File: src/rtl/egreedy_action_src.sv
// -----------------------------------------------------------------------------
// egreedy_action_src
//
// Random-action and greedy/explore selection source for a two-intersection
// Q-learning core. Each accepted step advances two independent 16-bit Galois
// LFSRs, one per agent. Each LFSR supplies a random action (low two bits) and
// a greedy/explore decision: its upper byte is compared with the greedy
// threshold. Over time the threshold rises on a fixed step schedule
// (epsilon decay), so the agents explore less and exploit more.
//
// Ports
//   clk         in   1   clock
//   rst         in   1   asynchronous reset, active-high
//   step        in   1   one-cycle strobe: produce one new action pair
//   decay_en    in   1   1 = step counter/threshold advance, 0 = schedule frozen
//   seed_ld     in   1   load seed_in_A/seed_in_B into the LFSRs (wins over step)
//   seed_in_A   in  16   runtime seed, agent A (0 is replaced by 16'h0001)
//   seed_in_B   in  16   runtime seed, agent B (0 is replaced by 16'h0001)
//   Arand_A     out  2   random action, agent A
//   Arand_B     out  2   random action, agent B
//   Asel_A      out  1   1 = take greedy action, 0 = take Arand_A
//   Asel_B      out  1   1 = take greedy action, 0 = take Arand_B
//   act_vld     out  1   one-cycle pulse: outputs updated this cycle
//   greed_thr   out  8   current greedy threshold
// -----------------------------------------------------------------------------
module egreedy_action_src #(
  parameter logic [15:0] SEED_A       = 16'hACE1,
  parameter logic [15:0] SEED_B       = 16'h1D2B,
  parameter logic [7:0]  GREED_INIT   = 8'd26,
  parameter logic [7:0]  GREED_STEP   = 8'd16,
  parameter logic [7:0]  GREED_MAX    = 8'd230,
  parameter int          DECAY_PERIOD = 1024
) (
  input  logic        clk,
  input  logic        rst,
  input  logic        step,
  input  logic        decay_en,
  input  logic        seed_ld,
  input  logic [15:0] seed_in_A,
  input  logic [15:0] seed_in_B,
  output logic [1:0]  Arand_A,
  output logic [1:0]  Arand_B,
  output logic        Asel_A,
  output logic        Asel_B,
  output logic        act_vld,
  output logic [7:0]  greed_thr
);

  // Feedback mask for x^16 + x^14 + x^13 + x^11 + 1 in right-shift Galois form.
  localparam logic [15:0] LFSR_MASK = 16'hB400;

  // The all-zero state is the LFSR's lock-up state, so it is never loaded.
  localparam logic [15:0] SEED_A_SAFE = (SEED_A == 16'h0000) ? 16'h0001 : SEED_A;
  localparam logic [15:0] SEED_B_SAFE = (SEED_B == 16'h0000) ? 16'h0001 : SEED_B;

  // A period of 1 still needs a 1-bit counter to keep the vector legal.
  localparam int                CNT_W    = (DECAY_PERIOD > 1) ? $clog2(DECAY_PERIOD) : 1;
  localparam logic [CNT_W-1:0]  CNT_LAST = CNT_W'(DECAY_PERIOD - 1);

  function automatic logic [15:0] lfsr_advance(input logic [15:0] cur);
    return (cur >> 1) ^ (cur[0] ? LFSR_MASK : 16'h0000);
  endfunction

  function automatic logic [15:0] seed_fix(input logic [15:0] seed);
    return (seed == 16'h0000) ? 16'h0001 : seed;
  endfunction

  logic [15:0]      lfsr_a;
  logic [15:0]      lfsr_b;
  logic [CNT_W-1:0] step_cnt;

  logic [15:0] nxt_a;
  logic [15:0] nxt_b;
  logic        step_go;
  logic        cnt_adv;
  logic        decay_hit;
  logic [8:0]  thr_sum;
  logic [7:0]  thr_bumped;

  // NOTE: every signal assigned in an always_comb gets a default value at the
  // top, so no path can leave it unassigned and infer a latch.
  always_comb begin
    nxt_a      = lfsr_advance(lfsr_a);
    nxt_b      = lfsr_advance(lfsr_b);
    // A seed load takes priority. A step in the same cycle is dropped.
    step_go    = step & ~seed_ld;
    cnt_adv    = step_go & decay_en;
    decay_hit  = cnt_adv & (step_cnt == CNT_LAST);
    // Add in 9 bits so a threshold near 255 saturates and does not wrap.
    thr_sum    = {1'b0, greed_thr} + {1'b0, GREED_STEP};
    thr_bumped = greed_thr;
    if (thr_sum > {1'b0, GREED_MAX}) begin
      thr_bumped = GREED_MAX;
    end else begin
      thr_bumped = thr_sum[7:0];
    end
  end

  // LFSR state: reload on seed_ld, advance on an accepted step.
  // NOTE: sequential state is written only with non-blocking assignments, so
  // every register samples the pre-edge values of the others.
  always_ff @(posedge clk or posedge rst) begin
    if (rst) begin
      lfsr_a <= SEED_A_SAFE;
      lfsr_b <= SEED_B_SAFE;
    end else if (seed_ld) begin
      lfsr_a <= seed_fix(seed_in_A);
      lfsr_b <= seed_fix(seed_in_B);
    end else if (step_go) begin
      lfsr_a <= nxt_a;
      lfsr_b <= nxt_b;
    end
  end

  // Action outputs are derived from the new LFSR value. The greedy compare
  // uses the threshold as it stood before any decay update on this edge.
  always_ff @(posedge clk or posedge rst) begin
    if (rst) begin
      Arand_A <= 2'd0;
      Arand_B <= 2'd0;
      Asel_A  <= 1'b0;
      Asel_B  <= 1'b0;
      act_vld <= 1'b0;
    end else begin
      act_vld <= step_go;
      if (step_go) begin
        Arand_A <= nxt_a[1:0];
        Arand_B <= nxt_b[1:0];
        Asel_A  <= (nxt_a[15:8] < greed_thr);
        Asel_B  <= (nxt_b[15:8] < greed_thr);
      end
    end
  end

  // Epsilon-decay schedule: count accepted steps and raise the threshold
  // once per DECAY_PERIOD steps, saturating at GREED_MAX.
  always_ff @(posedge clk or posedge rst) begin
    if (rst) begin
      step_cnt  <= '0;
      greed_thr <= GREED_INIT;
    end else if (cnt_adv) begin
      if (decay_hit) begin
        step_cnt  <= '0;
        greed_thr <= thr_bumped;
      end else begin
        step_cnt  <= step_cnt + CNT_W'(1);
      end
    end
  end

endmodule

File: config.mk
export PLATFORM = sky130hd
export DESIGN_NAME = egreedy_action_src
export DESIGN_NICKNAME = d
export VERILOG_FILES = /design/src/rtl/egreedy_action_src.sv
export SDC_FILE = /design/constraint.sdc
export NUM_CORES = 1
export LEC_CHECK = 0
export ABC_AREA = 1
export BUFFER_PORTS_ARGS = -buffer_cell sky130_fd_sc_hd__buf_4
export CORE_ASPECT_RATIO = 0.8
export CORE_MARGIN = 1
export CORE_UTILIZATION = 38
export DETAILED_ROUTE_END_ITERATION = 10
export PLACE_DENSITY = 0.56
export REMOVE_ABC_BUFFERS = 1
export SLEW_MARGIN = 20
export SYNTH_ARGS = -nofsm -noshare
export SYNTH_HDL_FRONTEND = slang
export SYNTH_SLANG_ARGS = --single-unit
File: constraint.sdc
create_clock -name clk -period 1.65 [get_ports clk]
set_input_delay 0.165 -clock clk [delete_from_list [all_inputs] [get_ports clk]]
set_output_delay 0.165 -clock clk [all_outputs]
set_load 0.02 [all_outputs]
# --- Word level (Yosys, flattened, before mapping) ---
# Cells that the tools add are included.
classes:
  n_addsub: 2
  order_cmp: 3
  n_eq_ne: 1
  mux: 10
  n_bitwise: 6
  n_reduce_logical: 4
op_table:
  columns: ["operator", "n"]
  rows:
  - ["$mux W16", 8]
  - ["$logic_not A16 Y1", 2]
  - ["$xor A15 B16 Y16", 2]
  - ["$lt A8 B8 Y1", 2]
  - ["$add A10 B1 Y10 const B", 1]
  - ["$eq A10 B10 Y1 const B", 1]
  - ["$mux W10", 1]
  - ["$add A8 B5 Y9 const B", 1]
  - ["$gt A9 B8 Y1 const B", 1]
  - ["$mux W8", 1]
  - ["$and A1 B1 Y1", 3]
  - ["$reduce_and A2 Y1", 1]
  - ["$reduce_bool A2 Y1", 1]
  - ["$not A1 Y1", 1]
totals:
  register_bits: 57
  out_inout_bits: 15
  wordCells: 35

# --- Longest topological paths before layout ---
# Gate-level depths: netlist of run 1.
depth:
  ltp_word: 5
  depth_mapped: 9
  ltp_nobuf: 9

# --- Least setup slack after synthesis of run 1 ---
# OpenSTA, ideal clock, no wires.
synth_path:
  path_type: "flip-flop to flip-flop"
  startpoint: "reg lfsr_a[0]"
  endpoint: "reg Asel_A"
  t_arrival_ns: 1.364
  required_time_ns: 1.533
  setup_slack_ns: 0.169
  stages_incl_launch_ff: 9
  n_path_buf: 0
  period_less_slack_ns: 1.481
  cell_sequence: "dfstp_2 xnor2_1 inv_1 ha_1 nand2_1 o21ai_0 nand4_1 nand3_1 nand2_1"
synth_between:
  elab_chain_cells: 3
synth_lines:
  columns: ["element", "line", "source"]
  rows:
  - ["from (decl)", "68", "logic [15:0] lfsr_a;"]
  - ["from (signal assigned)", "107", "lfsr_a <= seed_fix(seed_in_A);"]
  - ["from (signal assigned)", "110", "lfsr_a <= nxt_a;"]
  - ["$mux W16", "61", "return (cur >> 1) ^ (cur[0] ? LFSR_MASK : 16'h0000);"]
  - ["$xor A15 B16 Y16", "61", null]
  - ["$lt A8 B8 Y1", "129", "Asel_A <= (nxt_a[15:8] < greed_thr);"]
  - ["to (signal assigned)", "129", null]
  - ["to (decl)", "43", "output logic Asel_A,"]
# Every way passes these cells.
# A chain may end at the register's enable or synchronous reset.

# --- Worst setup path after layout of run 1 ---
layout_path:
  startpoint: "reg lfsr_b[0]"
  endpoint: "reg Asel_B"
layout_between:
  elab_chain_cells: 3
layout_lines:
  columns: ["element", "line", "source"]
  rows:
  - ["from (decl)", "69", "logic [15:0] lfsr_b;"]
  - ["from (signal assigned)", "108", "lfsr_b <= seed_fix(seed_in_B);"]
  - ["from (signal assigned)", "111", "lfsr_b <= nxt_b;"]
  - ["$mux W16", "61", null]
  - ["$xor A15 B16 Y16", "61", null]
  - ["$lt A8 B8 Y1", "130", "Asel_B <= (nxt_b[15:8] < greed_thr);"]
  - ["to (signal assigned)", "130", null]
  - ["to (decl)", "44", "output logic Asel_B,"]
# Every way passes these cells.

==> results of run 1 <==
==> report_power, final <==
part | switching [uW] | total [uW] | internal (uW)
registers | 152 | 1720 | 1570
logic | 369 | 681 | 312
clock network | 463 | 915 | 452
total | 984 | 3310 | 2330
==> per-layer routing <==
metal  wire (um)  global-route usage, %
met1        3630                   26.1
met2        3240                   27.3
met3         265                   3.36
met4          72                   4.81
met5           0                      0
==> layout make-up <==
| class | instances | area share, % |
|---|---|---|
| sequential | 56 | 36.8 |
| clock inverter | 2 | 0.905 |
| tap | 108 | 3.49 |
| clock buffer | 6 | 1.88 |
| timing repair buffer | 62 | 12.1 |
| multi-input combinational | 242 | 38.1 |
| inverter | 69 | 6.69 |
==> kinds of logic after synthesis <==
group           count (synthesis)  synth area share, %
flops                          56                 45.0
other cells                     1                0.118
xor+xnor                       12                 3.32
fa+ha+maj                      17                 6.72
compound gates                 53                 11.5
simple gates                  159                 23.2
buf+inv                        80                 10.2
==> how the worst max path moves through the flow <==
| stage | endpoint | cells past startpoint |
|---|---|---|
| final | Asel_B | 7 |
| after global placement | Asel_B | 8 |
| after global routing | Asel_A | 8 |
| after CTS | Asel_A | 7 |
| after detailed placement | Asel_A | 7 |
| after floorplan | Arand_A[0] | 1 |
==> state kept, by name, indices dropped and copies added, names as in the netlist <==
| name | cells |
|---|---|
| Arand_A | 2 |
| Arand_B | 2 |
| Asel_A | 1 |
| Asel_B | 1 |
| act_vld | 1 |
| greed_thr | 7 |
| lfsr_a | 16 |
| lfsr_b | 16 |
| step_cnt | 10 |
==> through the flow <==
stage / setup TNS [ps] / cells / util, % / hold slack [ps]
after floorplan: 0 / 367 / - / 255
after global placement: 0 / 532 / 45.7 / 238
after detailed placement: 0 / 532 / 45.7 / 236
after CTS: 0 / 541 / 47.2 / 81.6
after global routing: -43.2 / 545 / 48.3 / 91.8
final: 0 / 545 / 48.3 / 92.7
==> repair_timing <==
action	in CTS	in global routing
gates resized for setup	0	10
endpoints found under the hold margin	37	0
setup endpoints to repair	0	4
setup buffers	0	4
hold buffers	1	0
==> worst min-delay path, stage by stage <==
cell      delay (ps)
buf_4             80
nand2_1           40
o211ai_1          80
==> placed cells by master (no fill, tap or decap), types with 6 or more instances in the layout <==
cell      netlist  routed
o221ai_1       10      10
xnor2_1         9       6
nand3_1        13      13
dfstp_2        19      19
o21ai_0        11       9
ha_1           17      15
nor2_1         16      16
dfrtp_1        37      37
nand2_1       104     104
inv_1          66      64
o211ai_1       19      19
buf_4           1      61
nand4_1        15      15
==> results.md, run 1 <==
- Status: finished clean
- Top-area cell type share of the netlist area: 29.2%
- Vias: 2611
- Die area: 8710 um^2
- Worst setup margin: 77.6 ps
- Layout area overhead: 22.2%
- Largest net degree at the start of global routing: 35
- Final Hold Fails: 0
- First-pass GRT wire length: 12.5 mm
- Max-slew violation count: 0
- Pre-CTS WS: 48.9 ps
- Worst-skew pair later-pin latency: 310 ps
- Area taken by multi-input logic gates: 1480 um^2
- Number of synthesized register bits: 56
- Critical path class: flip-flop to flip-flop
- Final Cell Area: approximately 3900 um^2
- CTS buffer count: 5
- Routability cong.: 0.825
- Min-delay src: seed_in_A[2]
- Synth area leaders: dfrtp_1 29%, dfstp_2 16%, nand2_1 12%
- Worst path required time: 1870 ps
- Fraction of layout cells with a size suffix above 1: 25.2%
- Top-count cell post-synth: nand2_1
- Post-synth EDFFs: 0
- Reg-to-Reg Start: lfsr_b[0]
- Synth unique cells: 31
- Vias per cell: between 4 and 5
- Register area: 1430 um^2
- Antenna viol nets, final: 0
- NumNets Final: 490
- H-tree levels: 2
- Worst hold-check path type: input pin to flip-flop
- Reg2reg path depth: 7
- DRT Pass-1 Iters: 4
- Synth Flop Type: dfrtp_1
- CP bufs+invs: 1
- R2R Path End: Asel_B
- Commonest cells in the netlist: 104 x nand2_1, 66 x inv_1, 37 x dfrtp_1
- Root Buffer Master: clkbuf_8
- Reg clk slew, reported paths: ~100 ps
- CP Launch Type: flip-flop
- # port buffers: 50
- Slowest CP cell: dfstp_2
- # fillers: 802
- Cells along the critical path: xnor2_1 > inv_1 > ha_4 > a21oi_2 > o21a_1 > nand3_1 > nand2_1
- Critical path arrival: 1790 ps
- Clk sink count: 56
- Part of the Yosys area used for sequential elements: 45.0%
- Gr ovfl total: 0
- Diode count: 0
- Async S/R FF share, synth: 100%
- Hold path depth: 3
- Hold endpoint: lfsr_a[2]
- Mean Syn Cell Area: 8.38 um^2
- Largest area contributor in the netlist: dfrtp_1
- Wire length per cell: 13.2 um
- Initial Util: 39.5%
- CP startpoint: lfsr_b[0]
- Initial DRC count: 134
- Dpl hpwl: 5.26 mm
- Area after DPL: 3670 um^2
- Final worst-path cycle share: roughly 95%
- Final Total Pwr: 3310 uW
- Fin crit period: between 1500 and 2000 ps
- Crit-path leading delay family: flip-flops
- Row Count: 29
- Die Y: 83.7 um
- CTS tree: yes
- Critical Path End Type: flip-flop
- YS warnings: 0
- Cell count after synthesis: 378
- Number of remaining DRC errors: 0
- RSZ-0062 raised after global routing: yes
- Leakage power: slightly below 0.002 uW
- Die Wd: 104 um
- Max-cap violations: 0
- Fmax: 0.636 GHz
- Initial antenna violation count: 0
- Post-Route WL: 7.21 mm
- PwrDens: around 860 nW/um^2
- GR Util All Layers: ~18%
- Io pins: 52
- Mapped cell area: 3170 um^2
- Max rail drop VDD: 0.388 mV
- Clock buffer depth: 2
- CP max stage delay: 620 ps
- Number of global-route vias before repair: 2604
- Core area: 8020 um^2
- Skew final: 9.18 ps
- Highest net fanout along the worst path: 5
- Flop2flop setup slack: 80 ps
- Setup-failing EPs final: 0
Note: power is estimated with default switching activity, not from simulation.
==> run 2: changes to the inputs <==
Settings changed: CELL_PAD_IN_SITES_DETAIL_PLACEMENT from default to 1, CELL_PAD_IN_SITES_GLOBAL_PLACEMENT from default to 2, CORE_UTILIZATION 38 to 33, PLACE_DENSITY 0.56 to 0.77.
==> run 2 against run 1 <==
Net effect: the flow now finishes with violations (design-rule violations); critical path depth did not move; final cell count is 1.5% higher; cell area rose by 2.2%; clock power rose by 23%; critical path type unchanged.
==> results.md, run 2 (synthesized netlist as in run 1, its figures left out) <==
- Max-cap violations: 0 (unchanged)
- Clock buffer depth: 2 (unchanged)
- PwrDens: 901 nW/um^2 (+5.2%)
- Critical Path End Type: flip-flop
- Wire length per cell: 15.0 um (+14%)
- Gr ovfl total: 0 (unchanged)
- Utilization after layout: 43.0% (-5.2 points)
- R2R Path End: Asel_A
- Status: finished, violations left
- Number of remaining DRC errors: 6 (+6)
- Setup-failing EPs final: 0 (unchanged)
- Min-delay src: seed_in_A[7]
- CP Launch Type: flip-flop
- DP Cell Count: 538 (+1.1%)
- Area taken by multi-input logic gates: 1470 um^2 (about the same)
- Initial DRC count: 81 (-40%)
- Max-slew violation count: 0 (unchanged)
- Diode count: 0 (unchanged)
- RSZ-0062 raised after global routing: yes
- H-tree levels: 2 (unchanged)
- Fin crit period: 1600 ps (+27.1 ps)
- Highest net fanout along the worst path: 4 (-1)
- Worst hold-check path type: input pin to flip-flop
- Skew final: 6.51 ps (-2.67 ps)
- Leakage power: 0.00197 uW (+2.2%)
- Root Buffer Master: clkbuf_16
- Dpl hpwl: 6.00 mm (+14%)
- Biggest regs: lfsr_a (16), lfsr_b (16), step_cnt (10)
- Max rail drop VDD: 0.429 mV (+11%)
- Sw frac: 29.8% (+0.078 points)
- Leading cell type in the layout, fill and taps excluded: nand2_1
- Final Hold Fails: 0 (unchanged)
- Worst-skew pair later-pin latency: 300 ps (about the same)
- GR Util All Layers: 17.5% (-0.44 points)
- # fillers: 1097 (+37%)
- Routability cong.: 0.726 (-12%)
- Critical path arrival: 1840 ps (+50 ps)
- Hold path depth: 3 (unchanged)
- Clock network fraction of design power: 31.6% (+4.0 points)
- Critical path class: flip-flop to flip-flop
- # port buffers: 50 (unchanged)
- Hold endpoint: lfsr_a[7]
- Row Count: 31 (+6.9%)
- Reg clk slew, reported paths: 80 ps (-20 ps)
- Largest net degree at the start of global routing: 40 (+14%)
- Fmax: 0.625 GHz (-1.7%)
- Fraction of layout cells with a size suffix above 1: 25.8% (+0.63 points)
- Die Wd: 112 um (+7.2%)
- Vias: 2696 (+3.3%)
- Final worst-path cycle share: 96.9% (+1.6 points)
- CTS buffer count: 5 (unchanged)
- DRT Pass-1 Iters: 7 (+3)
- Layout area overhead: 24.9%
- Post-Route WL: 8.30 mm (+15%)
- Initial antenna violation count: 0 (unchanged)
- Vias per cell: 4.88 (+1.8%)
- Number of global-route vias before repair: 2806 (+7.8%)
- Initial Util: 34.4% (-5.0 points)
- Flop2flop setup slack: 50 ps (-30 ps)
- NumNets Final: 491 (+0.20%)
- Worst path required time: 1890 ps (+20 ps)
- CTS tree: yes
- Io pins: 52 (unchanged)
- Clk sink count: 56 (unchanged)
- Reg-to-Reg Start: lfsr_a[0]
- Register area: 1430 um^2 (unchanged)
- First-pass GRT wire length: 13.7 mm (+9.9%)
- Failing checks: design-rule violations
- Die Y: 89.6 um (+7.1%)
- Leading cell types in the layout, fill and taps excluded: 104 x nand2_1, 64 x inv_1, 60 x buf_4
- Core area: 9190 um^2 (+15%)
- NetSw: 1060 uW (+7.8%)
- Post-route insts no fill: 553 (+1.5%)
- Seq pwr share: 48.2% (-3.6 points)
- Power Internal: 2500 uW (+7.4%)
- Gate power share: 20.1% (-0.5 points)
- Antenna viol nets, final: 0 (unchanged)
- Reg2reg path depth: 7 (unchanged)
- Die area: 9990 um^2 (+15%)
[run 2: changes by cell type in the layout (fill, tap and decap cells not counted), moves of 2 or more]
cell	change
buf_12	+2
clkbuf_16	+5
clkbuf_8	-4
o21ai_2	+2
o21ai_1	-2
[run 2: cell type report]
type	count	area share, %
clock buffers	6	3.51
clock inverters	2	0.348
inverters	69	6.55
multi-input cells	242	37.3
flip-flops and latches	56	36.0
well taps	115	3.64
repair buffers	63	12.7
[run 2: critical path, stage by stage (launching register included)]
cell	delay [ps]
dfstp_2	600
xnor2_2	140
inv_1	60
ha_1	290
a21oi_1	170
o21a_1	130
nand3_1	80
nand2_1	60
[run 2: power groups by stage]
| stage | clock (uW) | combinational (uW) | sequential (uW) |
|---|---|---|---|
| 2_1_floorplan | 0 | 389 | 1730 |
| 3_3_place_gp | 0 | 649 | 1730 |
| 3_5_place_dp | 0 | 674 | 1740 |
| 4_1_cts | 1150 | 693 | 1710 |
| 5_1_grt | 1210 | 819 | 1750 |
| 6_report | 1130 | 717 | 1720 |
[run 2: repair_timing]
action	in CTS	in global routing
pin swaps	0	3
hold buffers	1	0
endpoints found under the setup margin	1	5
setup buffers	2	4
gates resized for setup	1	10
gates cloned	0	0
endpoints found under the hold margin	14	0
[run 2: stage by stage]
step	total power, uW	setup slack (ps)	cell area (um^2)	TNS, ps	hold slack (ps)
CTS	3560	10.8	3860	0	129
global placement	2380	65.3	3680	0	200
detailed placement	2410	10.9	3680	0	208
floorplan	2120	145	3100	0	255
finish	3560	50.5	3960	0	125
global route	3780	-58.3	3960	-97.4	136
[run 2: worst max-delay path by stage]
stage	startpoint	to	slack [ps]
global placement	lfsr_b[0]	Asel_B	70
global route	lfsr_b[0]	Asel_B	-60
finish	lfsr_a[0]	Asel_A	50
CTS	lfsr_a[0]	Asel_A	10
detailed placement	lfsr_a[0]	Asel_A	10
floorplan	rst	Arand_A[0]	150
[run 2: per-layer routing]
layer / up-vias / share of wire (%) / global-route usage (%)
li1: 1333 / - / -
met1: 1325 / 49 / 23.5
met2: 33 / 48 / 30.5
met3: 5 / 2.5 / 2.35
met4: 0 / 0.75 / 4.05
met5: - / 0 / 0
